### src/rtl/traffic_phase_ctrl.sv
// Four-phase traffic sequencer (NSG->NSY->EWG->EWY) with per-second countdown, hold and night-flash.
// Latency: lamps, phase and count update one clk after the deciding edge; BCD and sec_tick are combinational.
module traffic_phase_ctrl #(
    parameter int CLK_DIV = 50,
    parameter int T_NSG   = 30,
    parameter int T_NSY   = 3,
    parameter int T_EWG   = 15,
    parameter int T_EWY   = 3
) (
    input  logic       clk,
    input  logic       rst_n,
    input  logic       en,
    input  logic       flash_req,
    output logic [1:0] phase,
    output logic [2:0] ns_light,
    output logic [2:0] ew_light,
    output logic [6:0] cnt_bin,
    output logic [3:0] cnt_tens,
    output logic [3:0] cnt_ones,
    output logic       sec_tick,
    output logic       flashing
);

    localparam int DW = $clog2(CLK_DIV);
    localparam logic [DW-1:0] DIV_LAST = DW'(CLK_DIV - 1);

    typedef enum logic {S_RUN, S_FLASH} state_t;

    state_t        state, state_nxt;
    logic [DW-1:0] div_cnt, div_nxt;
    logic [6:0]    cnt_nxt;
    logic [1:0]    phase_nxt;
    logic          blink, blink_nxt;
    logic          tick;
    logic [5:0]    lamp_nxt;

    function automatic logic [6:0] load_val(input logic [1:0] p);
        case (p)
            2'd0:    return 7'(T_NSG - 1);
            2'd1:    return 7'(T_NSY - 1);
            2'd2:    return 7'(T_EWG - 1);
            default: return 7'(T_EWY - 1);
        endcase
    endfunction

    // {ns, ew} lamp pair; in flash both heads show yellow gated by blink
    function automatic logic [5:0] lamps(input logic [1:0] p, input logic fl, input logic bl);
        if (fl)
            return {1'b0, bl, 1'b0, 1'b0, bl, 1'b0};
        case (p)
            2'd0:    return 6'b001_100;
            2'd1:    return 6'b010_100;
            2'd2:    return 6'b100_001;
            default: return 6'b100_010;
        endcase
    endfunction

    assign tick = en && (div_cnt == DIV_LAST);

    always_ff @(posedge clk or negedge rst_n) begin
        if (!rst_n) begin
            state    <= S_RUN;
            div_cnt  <= '0;
            cnt_bin  <= load_val(2'd0);
            phase    <= 2'd0;
            blink    <= 1'b1;
            ns_light <= 3'b001;
            ew_light <= 3'b100;
        end else begin
            state    <= state_nxt;
            div_cnt  <= div_nxt;
            cnt_bin  <= cnt_nxt;
            phase    <= phase_nxt;
            blink    <= blink_nxt;
            ns_light <= lamp_nxt[5:3];
            ew_light <= lamp_nxt[2:0];
        end
    end

    always_comb begin
        state_nxt = state;
        case (state)
            S_RUN:   if (flash_req)  state_nxt = S_FLASH;
            S_FLASH: if (!flash_req) state_nxt = S_RUN;
            default: state_nxt = S_RUN;
        endcase
    end

    // Datapath next values; flash transitions override en so mode changes never stall
    always_comb begin
        div_nxt   = div_cnt;
        cnt_nxt   = cnt_bin;
        phase_nxt = phase;
        blink_nxt = blink;
        if (en)
            div_nxt = tick ? '0 : div_cnt + 1'b1;
        if (state == S_RUN) begin
            if (flash_req) begin
                cnt_nxt   = 7'd0;
                blink_nxt = 1'b1;
            end else if (tick) begin
                if (cnt_bin == 7'd0) begin
                    phase_nxt = phase + 2'd1;
                    cnt_nxt   = load_val(phase + 2'd1);
                end else begin
                    cnt_nxt = cnt_bin - 7'd1;
                end
            end
        end else begin
            if (!flash_req) begin
                phase_nxt = 2'd0;
                cnt_nxt   = load_val(2'd0);
                div_nxt   = '0;
                blink_nxt = 1'b1;
            end else if (tick) begin
                blink_nxt = ~blink;
            end
        end
        lamp_nxt = lamps(phase_nxt, state_nxt == S_FLASH, blink_nxt);
    end

    always_comb begin
        sec_tick = tick;
        flashing = (state == S_FLASH);
        cnt_tens = 4'(cnt_bin / 7'd10);
        cnt_ones = 4'(cnt_bin % 7'd10);
    end

endmodule

### config.mk
export PLATFORM = sky130hd
export DESIGN_NAME = traffic_phase_ctrl
export DESIGN_NICKNAME = d
export VERILOG_FILES = /design/src/rtl/traffic_phase_ctrl.sv
export SDC_FILE = /design/constraint.sdc
export NUM_CORES = 1
export LEC_CHECK = 0
export ABC_AREA = 1
export CAP_MARGIN = 10
export CORE_MARGIN = 1.5
export CORE_UTILIZATION = 25
export CTS_CLUSTER_DIAMETER = 50
export CTS_CLUSTER_SIZE = 28
export DETAILED_ROUTE_END_ITERATION = 12
export GPL_TIMING_DRIVEN = 0
export SLEW_MARGIN = 10
export SYNTH_ARGS = -nofsm -noshare
export SYNTH_HDL_FRONTEND = slang
export SYNTH_SLANG_ARGS = --single-unit
### constraint.sdc
create_clock -name clk -period 7.4 [get_ports clk]
set_clock_uncertainty 0.15 [all_clocks]
set_input_delay 0.74 -clock clk [delete_from_list [all_inputs] [get_ports clk]]
set_output_delay 0.74 -clock clk [all_outputs]
set_load 0.02 [all_outputs]
# [Word level (Yosys, flattened, before mapping)]
# Cells that the tools add are included.
[op_classes] mux=24 n_addsub=3 bitwise=1 div_mod_pow=2 eq_ne=5 n_reduce_logical=6
[op_table] cell="$mux W6" count=6
[op_table] cell="$mux W7" count=5
[op_table] cell="$pmux W6 S3" count=1
[op_table] cell="$mux W2" count=5
[op_table] cell="$pmux W5 S2" count=1
[op_table] cell="$div A7 B4 Y7 const B" count=1
[op_table] cell="$logic_not A7 Y1" count=1
[op_table] cell="$mod A7 B4 Y7 const B" count=1
[op_table] cell="$sub A7 B1 Y7 const B" count=1
[op_table] cell="$add A6 B1 Y6 const B" count=1
[op_table] cell="$eq A6 B6 Y1 const B" count=1
[op_table] cell="$mux W1" count=6
[op_table] cell="$eq A2 B2 Y1 const B" count=2
[op_table] cell="$logic_not A2 Y1" count=2
[op_table] cell="$reduce_bool A3 Y1" count=1
[op_table] cell="$add A2 B1 Y2 const B" count=1
[op_table] cell="$eq A2 B1 Y1 const B" count=1
[op_table] cell="$ne A2 B2 Y1 const B" count=1
[op_table] cell="$reduce_and A2 Y1" count=1
[op_table] cell="$logic_and A1 B1 Y1" count=1
[op_table] cell="$not A1 Y1" count=1
[totals] out_inout_bits=25 reg_bits=23

# [Depth between registers and ports, before layout]
# Gate-level depths: netlist (run 1).
[logic_depth] depth_word=8 depth_mapped=22 mapped_depth_nobuf=22

# [Worst setup path after synthesis (run 1)]
# Ideal clock, no wire load.
[synth_timing] kind="flip-flop to output port" from="register cnt_bin[5]" to="output cnt_ones[1]" arrival_ps=2684 path_stages_with_launch=21 path_slack_ps=3826 n_path_buf=0 path_cell_list="dfrtp_1 -> inv_1 -> ha_1 -> o21ai_2 -> nand2_2 -> nand3_2 -> nand2_4 -> nand2_4 -> nand2_2 -> nand3_2 -> nand2_2 -> nand2_4 -> nand2_1 -> nand2_1 -> inv_1 -> ha_1 -> nand2_1 -> nand2_2 -> nand2_2 -> nand2_1 -> nand2_1"
[synth_between] elab_chain_cells=1
[synth_rtl] item="from (decl)" line="17" source="output logic [6:0] cnt_bin,"
[synth_rtl] item="from (signal assigned)" line="64" source="cnt_bin <= load_val(2'd0);"
[synth_rtl] item="from (signal assigned)" line="72" source="cnt_bin <= cnt_nxt;"
[synth_rtl] item="$mod A7 B4 Y7" line="126" source="cnt_ones = 4'(cnt_bin % 7'd10);"
[synth_rtl] item="to (decl)" line="19" source="output logic [3:0] cnt_ones,"
# No other way between the ends.

# [Final worst setup path (run 1)]
[layout_timing] from="register cnt_bin[4]" to="output cnt_ones[2]"
# Same word-level chain as after synthesis.

==> summary.txt, run 1 <==
slowest CP cell: dfstp_2
minimum clock period: 4.25 ns
global-route wire length before repair: 6040 µm
CTS tree: yes
Die H: 83.4 µm
antenna cells: 0
postcts setup bufs: 0
synth top area cells: dfrtp_1 (25%), dfstp_2 (11%), nand2_1 (10%), ha_1 (9.3%), inv_1 (7.2%)
CTS Buf Count: 3
r2r startpoint: cnt_bin[5]
PostCTS Resize Cnt: 0
clock sinks: 23
top-area cell type share of the netlist area: 0.248
GRT Total Usage: 0.101
largest family of logic cells by synthesized area: simple AND/OR/NAND/NOR gates
final period utilization: 0.574
first drt pass iteration count: 4
unrepaired setup endpoints after global routing: no
highest clock rate: 235 MHz
critical path capture point: cnt_ones[2]
DRC: 0
maximum VDD drop: 0.108 mV
final setup violation count: 0
Worst path depth: 17
Clock Pin Slew Worst Setup and Hold Paths: 0.08 ns
reg2reg setup slack: 5.16 ns
pin count of the biggest net entering global routing: 24
final instance area: 2040 µm²
I/O pin count: 29
Yosys Warn Count: 0
Synth cell types: 36
syn nets: 220
Adder-Cell Fraction of Synth Area: 0.0930
mapped cell area: 1610 µm²
Compound-Gate Fraction of Synth Area: 0.130
starting DRC count in detailed routing: 38
critical path data required time: 6.51 ns
final antenna-violating net count: 0
GPL Wtd Cong: 0.773
worst-path cell chain: inv_1, ha_1, o21ai_4, nand2_4, nand3_1, nand3_2, nand2_2, nand3_1, nand2_1, inv_1, ha_1, nand2_1, nand2_2, nand2_2, nand2_1, nand2_1, clkdlybuf4s50_1
Final Hold Violating Endpoints: 0
Reg2Reg Depth: 9
Via-to-Cell Ratio: 4.44
worst slack, placed: 3.42 ns
Most used DFF post-synth: dfrtp_1
vias in the first global route: 1363
Final HPWL DP: 2640 µm
crit end category: output pin
measured slew at the worst slew-check pin: 1.00 ns
CP max stage delay: 0.62 ns
layout cells sized above 1: 0.144
initial antenna violation count: 0
Max Cap Violations: 0
htree depth: 1
CORE AREA: 6280 µm²
post-synthesis sequential area ratio: 0.362
most used cell, CP: nand2_1
Root Driver: clkbuf_8
Site Rows: 29
Critical Path Start: cnt_bin[4]
Hold Buf Count CTS: 0
simple-gate share of the synthesized area: 0.287
worst hold path class: reg -> reg
CP max FO: 7
width of the die: 83.4 µm
Buffers on Ports: 28
Layout area overhead: 26.1%
relative slew slack: 0.328
crit path kind: reg -> out
largest area contributor in the netlist: dfrtp_1
flops & latches, synth: 23
outcome: finished, final reports clean
startpoint types: flop
Clock Path Buffers: 2
grt ovf: 0
setup TNS: 0 ns
PnR worst setup slack: 3.15 ns
Die ar.: 6950 µm²
Crit path max-delay family: simple AND/OR/NAND/NOR gates
power per cell area: 176 nW/µm²
most common cell in the netlist: nand2_1
drt wl/cell: 10.8 µm
NumNets Final: 253
Slew Limit Fails: 0
CP bufs+invs: 3
EDFF count, synth: 0
top cells by count, synth: nand2_1 (44), inv_1 (31), dfrtp_1 (16), nor2_1 (16), nand3_1 (13)
asr flop ratio synth: 1.00
CP arrival: 3.36 ns
Critical R2R Capture: ns_light[1]
syn_area_per_cell: 7.91 µm²
routed vias: 1389
Synth Instances: 204
Detailed Route WL: 3390 µm
Power, Total: 0.000357 W
placed cell areas: 1990 µm²
post-synthesis xor/xnor area fraction: 0.0217
mux contribution to synthesized area: 0.0202
Leak: 0.948 nW
worst-skew pair later-pin latency: 0.26 ns
Starting Density: 0.257
[worst reg2reg max path, delay by kind of cell (launching register included)]
kind	cells	cell delay, ns
compound gates	2	0.17
fa+ha+maj	1	0.20
flops	1	0.44
buf+inv	2	0.29
simple gates	4	0.88
[kinds of logic after synthesis]
family,after synthesis
buffers and inverters,36
and+or+nand+nor,95
xor gates and xnor gates,4
adders and majority gates,12
DFF,23
muxes,2
AOI/OAI and AO/OA,32
[state kept, by name, summed over array words and instances, names as in the netlist]
name	flops
phase	2
ew_light	3
ns_light	3
blink	1
cnt_bin	7
div_cnt	6
flashing	1
[metrics by stage]
step	hold slack (ns)	util	cells
after global placement	0.298	0.317	309
after global routing	0.347	0.324	313
after floorplan	0.283	-	204
after CTS	0.314	0.324	313
final	0.317	0.324	313
after detailed placement	0.303	0.317	309
[final cells by class]
class | instances | area (µm²)
buffer | 2 | 11.3
clock buffer | 4 | 45.0
fill | 672 | 4240
inverter | 34 | 128
multi-input combinational | 145 | 891
sequential | 23 | 584
tap | 77 | 96.3
timing repair buffer | 28 | 280
[worst min-delay path by stage]
stage,from,to,slack [ns],depth (start not counted)
6_report,div_cnt[5],div_cnt[5],0.32,1
3_3_place_gp,div_cnt[5],div_cnt[5],0.30,1
4_1_cts,div_cnt[5],div_cnt[5],0.31,1
5_1_grt,div_cnt[5],div_cnt[5],0.35,1
2_1_floorplan,div_cnt[5],div_cnt[5],0.28,1
3_5_place_dp,div_cnt[5],div_cnt[5],0.30,1
[per-layer routing]
layer / share of wire / wire (µm) / global-route usage / vias to the layer above
li1: - / - / - / 721
met1: 0.50 / 1710 / 0.140 / 638
met2: 0.45 / 1540 / 0.173 / 28
met3: 0.040 / 137 / 0.0119 / 2
met4: 0.0027 / 9 / 0.0182 / 0
met5: 0 / 0 / 0 / -
[cells in the final DEF (no fill, tap or decap), types with 4 or more instances in the layout]
master,count
o21ai_0,9
clkdlybuf4s50_1,28
nand2_2,5
nor3_1,5
ha_1,12
a21oi_1,5
o22ai_1,4
dfrtp_1,16
inv_1,31
nor2_1,16
dfstp_2,7
nand2_1,44
nand3_1,13
[where the power goes]
part / switching [W] / total [W] / internal (W)
clock network: 0.0000375 / 0.0000758 / 0.0000383
logic: 0.0000769 / 0.000134 / 0.0000573
registers: 0.0000104 / 0.000147 / 0.000137
total: 0.000125 / 0.000357 / 0.000233
Note: power is estimated with default switching activity, not from simulation.
==> run 2, diff against run 1 <==
clock period = 3.4 ns   (was 7.4 ns; I/O delays follow)
==> run 2 against run 1 <==
Net effect:
- total power increased by 120%
- combinational power up 120%
- setup slack lost 2.9 ns
- first-iteration DRC count rose by 29%
- routed wire length is 6.5% higher
- final area up 4.6%
- highest routed layer unchanged
- clock power up 120%
- register-to-register slack got worse by 4.0 ns
==> summary.txt, run 2 (synthesis gave the netlist of run 1 again) <==
outcome: finished, final reports clean
DRC: 0 (unchanged)
I/O pin count: 29 (unchanged)
most used cell, CP: nand2_4
Root Driver: clkbuf_8
width of the die: 83.4 µm (unchanged)
Leak: 0.983 nW (+3.7%)
NumNets Final: 256 (+1.2%)
Detailed Route WL: 3610 µm (+6.5%)
startpoint types: flop
first drt pass iteration count: 4 (unchanged)
Via-to-Cell Ratio: 4.45 (+0.33%)
measured slew at the worst slew-check pin: 1.00 ns (-0.00217 ns)
Site Rows: 29 (unchanged)
CTS Buf Count: 3 (unchanged)
Filler cells: 671 (-0.15%)
worst-path cell chain: ha_4, o21ai_4, nand2_2, nand3_4, nand2_4, nand2_4, nand2_4, nand3_4, nand2_4, nand2_4, nand2_2, nand2_1, inv_1, ha_2, nand2_1, nand2_2, nand2_2, nand2_1, nand2_1, buf_4
antenna cells: 0 (unchanged)
metal2 WL: 1660 µm (+8.0%)
minimum clock period: 3.17 ns
Max Cap Violations: 0 (unchanged)
final period utilization: 0.934
reg2reg setup slack: 1.18 ns (-3.98 ns)
Power, Total: 0.000786 W (+120%)
WL met3: 125 µm (-8.8%)
worst-skew pair later-pin latency: 0.26 ns (about the same)
critical path data required time: 2.91 ns (-3.60 ns)
final antenna-violating net count: 0 (unchanged)
CP max FO: 5 (-2)
starting DRC count in detailed routing: 49 (+29%)
CORE AREA: 6280 µm² (unchanged)
vias in the first global route: 1381 (+1.3%)
relative slew slack: 0.330 (+0.00145)
Final Hold Violating Endpoints: 0 (unchanged)
final setup violation count: 0 (unchanged)
maximum VDD drop: 0.239 mV (+120%)
GRT Total Usage: 0.103 (+0.00126)
pin count of the biggest net entering global routing: 24 (unchanged)
highest clock rate: 315 MHz
commonest non-fill, non-tap cell in the layout: nand2_1
Buffers on Ports: 28 (unchanged)
Biggest register: cnt_bin
worst hold path class: reg -> reg
Layout area overhead: 31.9%
initial antenna violation count: 0 (unchanged)
slowest CP cell: dfstp_2
final design utilization: 0.339 (+0.0150)
htree depth: 1 (unchanged)
Die H: 83.4 µm (unchanged)
placed cell areas: 1990 µm² (unchanged)
power per cell area: 369 nW/µm² (+110%)
Slew Limit Fails: 0 (unchanged)
max layer used: met4
routed vias: 1407 (+1.3%)
Clock Pin Slew Worst Setup and Hold Paths: 0.08 ns (about the same)
Hold Buf Count CTS: 0 (unchanged)
CP max stage delay: 0.62 ns (about the same)
max FFs per register: 7 (unchanged)
Clock Path Buffers: 2 (unchanged)
global-route wire length before repair: 6120 µm (+1.3%)
layout cells sized above 1: 0.218 (+0.0735)
Reg area: 586 µm² (+0.21%)
crit path kind: reg -> out
CP arrival: 2.68 ns (-0.68 ns)
drt wl/cell: 11.4 µm (+5.5%)
Final HPWL DP: 2640 µm (unchanged)
Starting Density: 0.257 (unchanged)
Multi-input gate area: 976 µm² (+9.6%)
Post-Route M1 WL: 1810 µm (+6.3%)
CTS tree: yes
clock sinks: 23 (unchanged)
most frequent cells in the layout: nand2_1 (42), inv_1 (29), clkdlybuf4s50_1 (24)
crit end category: output pin
final instance area: 2130 µm² (+4.6%)
Die ar.: 6950 µm² (unchanged)
grt ovf: 0 (unchanged)
biggest regs: cnt_bin (7), div_cnt (6)
GPL Wtd Cong: 0.773 (unchanged)
==> run 2: worst paths after layout <==
kind | depth (start not counted) | end | start
hold / removal | 1 | div_cnt[5] | div_cnt[5]
setup / recovery | 20 | cnt_ones[2] | cnt_bin[4]
max in group asynchronous | 1 | cnt_bin[5] | rst_n
hold reg to reg | 1 | div_cnt[5] | div_cnt[5]
setup reg to reg | 9 | ns_light[1] | cnt_bin[1]
min in group asynchronous | 1 | flashing | rst_n
==> run 2: final cells by class <==
class,count,share of cell area
multi-input combinational,145,0.458
sequential,23,0.275
timing repair buffer,31,0.134
inverter,34,0.0611
tap,77,0.0452
clock buffer,4,0.0212
buffer,2,0.00529
==> run 2: per-layer routing <==
metal | track usage | vias to the layer above
met3 | 0.0119 | 2
met1 | 0.141 | 648
li1 | - | 732
met2 | 0.175 | 25
met4 | 0.0182 | 0
met5 | 0 | -
==> run 2: timing repair <==
| action | 4_1_cts | 5_1_grt |
|---|---|---|
| cloned | 0 | 0 |
| endpoints found under the setup margin | 4 | 4 |
| gates resized for setup | 11 | 23 |
| buffers inserted | 3 | 0 |
| pin swaps | 2 | 7 |
==> run 2: per-stage QoR <==
stage | setup TNS, ns | worst slack, ns | instances | hold WS (ns)
after floorplan | 0 | 0.226 | 204 | -0.106
after global placement | -0.497 | -0.161 | 309 | 0.298
after detailed placement | -0.572 | -0.180 | 309 | 0.303
after CTS | 0 | 0.0283 | 316 | 0.314
after global routing | -0.0449 | -0.0244 | 316 | 0.347
final | 0 | 0.225 | 316 | 0.314
==> run 2: power by group <==
| group | switching, W | total, W | internal, W |
|---|---|---|---|
| Combinational | 0.000180 | 0.000299 | 0.000120 |
| Clock | 0.0000815 | 0.000165 | 0.0000834 |
| Sequential | 0.0000230 | 0.000321 | 0.000298 |
==> run 2: critical path, delay by kind of cell, from the launching register on <==
family / cells / cell delay (ns)
and+or+nand+nor: 15 / 1.16
AOI/OAI and AO/OA: 1 / 0.09
buffers and inverters: 2 / 0.21
DFF: 1 / 0.62
adders and majority gates: 2 / 0.33
==> run 3, diff against run 2 <==
DONT_BUFFER_PORTS = 1   (was default)
SLEW_MARGIN = 20   (was 10)
==> run 3 against run 2 <==
Net effect:
- critical path depth decreased by 4
- cell count decreased by 5.4%
- die area stayed put
- critical endpoint is now cnt_ones[1]
- largest power group unchanged
- highest routed layer unchanged
==> summary.txt, run 3 (synthesis gave the netlist of run 1 again) <==
outcome: finished, final reports clean
Die H: 83.4 µm (unchanged)
max FFs per register: 7 (unchanged)
CP max FO: 7 (+2)
NumNets Final: 239 (-6.6%)
final setup violation count: 0 (unchanged)
grt ovf: 0 (unchanged)
Biggest register: cnt_bin
DRC: 0 (unchanged)
Final Hold Violating Endpoints: 0 (unchanged)
Clock Pin Slew Worst Setup and Hold Paths: 0.08 ns (about the same)
Hold WS: 0.0466 ns (-0.267 ns)
CTS Buf Count: 3 (unchanged)
Site Rows: 29 (unchanged)
measured slew at the worst slew-check pin: 0.592 ns (-0.410 ns)
final design utilization: 0.333 (-0.00618)
Filler cells: 642 (-4.3%)
first drt pass iteration count: 4 (unchanged)
maximum VDD drop: 0.202 mV (-16%)
worst hold path class: in -> reg
layout cells sized above 1: 0.315 (+0.0977)
Detailed Route WL: 3790 µm (+5.1%)
Slew Limit Fails: 0 (unchanged)
commonest non-fill, non-tap cell in the layout: nand2_1
critical path data required time: 2.91 ns (about the same)
worst-skew pair later-pin latency: 0.26 ns (about the same)
Leak: 0.966 nW (-1.8%)
clock sinks: 23 (unchanged)
placed cell areas: 1710 µm² (-14%)
Die ar.: 6950 µm² (unchanged)
crit end category: output pin
power per cell area: 393 nW/µm² (+6.6%)
final antenna-violating net count: 0 (unchanged)
global-route wire length before repair: 6040 µm (-1.4%)
Via-to-Cell Ratio: 4.65 (+4.3%)
Power, Total: 0.000823 W (+4.7%)
vias in the first global route: 1353 (-2.0%)
antenna cells: 0 (unchanged)
biggest regs: cnt_bin (7), div_cnt (6)
I/O pin count: 29 (unchanged)
starting DRC count in detailed routing: 30 (-39%)
CP arrival: 2.88 ns (+0.20 ns)
pin count of the biggest net entering global routing: 24 (unchanged)
final period utilization: 0.992 (+0.0585)
GPL Wtd Cong: 0.749 (-3.2%)
Root Driver: clkbuf_8
htree depth: 1 (unchanged)
initial antenna violation count: 0 (unchanged)
most frequent cells in the layout: nand2_1 (36), inv_1 (27), nor2_1 (16)
GRT Total Usage: 0.102 (-0.000673)
highest clock rate: 296 MHz (-5.9%)
Final HPWL DP: 2540 µm (-3.8%)
final instance area: 2090 µm² (-1.8%)
Starting Density: 0.257 (unchanged)
CTS tree: yes
startpoint types: flop
Clock Path Buffers: 2 (unchanged)
unrepaired setup endpoints after global routing: yes
Buffers on Ports: 0 (-100%)
Max Cap Violations: 0 (unchanged)
relative slew slack: 0.602 (+0.273)
routed vias: 1389 (-1.3%)
CORE AREA: 6280 µm² (unchanged)
width of the die: 83.4 µm (unchanged)
drt wl/cell: 12.7 µm (+11%)
Layout area overhead: 29.5%
setup TNS: 0 ns (unchanged)
Multi-input gate area: 1090 µm² (+12%)
Reg area: 589 µm² (+0.64%)
crit path kind: reg -> out
minimum clock period: 3.37 ns (+0.199 ns)
[run 3: layer usage]
| layer | GRT usage | share of wire | up-vias |
|---|---|---|---|
| li1 | - | - | 702 |
| met1 | 0.128 | 0.45 | 660 |
| met2 | 0.177 | 0.50 | 25 |
| met3 | 0.0268 | 0.049 | 2 |
| met4 | 0.0182 | 0.0047 | 0 |
| met5 | 0 | 0 | - |
[run 3: worst paths after layout]
check / slack, ns / start / cells after the start / endpoint
max: 0.03 / cnt_bin[4] / 16 / cnt_ones[1]
min: 0.05 / en / 1 / div_cnt[1]
max reg2reg: 1.00 / cnt_bin[1] / 8 / ew_light[1]
min reg2reg: 0.31 / div_cnt[5] / 1 / div_cnt[5]
max in group asynchronous: 2.31 / rst_n / 2 / cnt_bin[5]
min in group asynchronous: 0.42 / rst_n / 2 / phase[0]
[run 3: what timing repair did]
action	4_1_cts	5_1_grt
resized for setup	17	31
hold buffers	2	1
buffers inserted	4	7
setup endpoints to repair	4	4
pin swaps	6	14
hold endpoints to repair	24	16
[run 3: cell type report]
| type | count | area share |
|---|---|---|
| plain buffers | 2 | 0.00539 |
| clock buffers | 3 | 0.0197 |
| clock inverters | 1 | 0.00239 |
| inverters | 34 | 0.0634 |
| multi-input cells | 145 | 0.522 |
| flip-flops and latches | 23 | 0.282 |
| well taps | 77 | 0.0461 |
| repair buffers | 14 | 0.0592 |
[run 3: worst max-delay path: stages (launching register included)]
cell and delay (ns):
dfstp_4 0.72, inv_4 0.08, ha_2 0.21, o21ai_4 0.26, buf_4 0.16, inv_2 0.04
mux2i_4 0.26, nand2_8 0.12, nand2_4 0.09, nand2_4 0.05, inv_2 0.06, ha_4 0.14
nand2_4 0.05, nand2_4 0.11, nand2_8 0.09, nand2_4 0.10, nand2_4 0.07
[run 3: report_power, final]
group	switching, W	internal, W
logic	0.000201	0.000119
registers	0.0000390	0.000300
clock network	0.0000821	0.0000815
total	0.000322	0.000501
[run 3: metrics by stage]
stage	setup slack [ns]	std cells
final	0.0261	299
after global routing	-0.0966	299
after CTS	0.000737	291
after detailed placement	-0.0875	281
after global placement	-0.0364	281
after floorplan	0.226	204
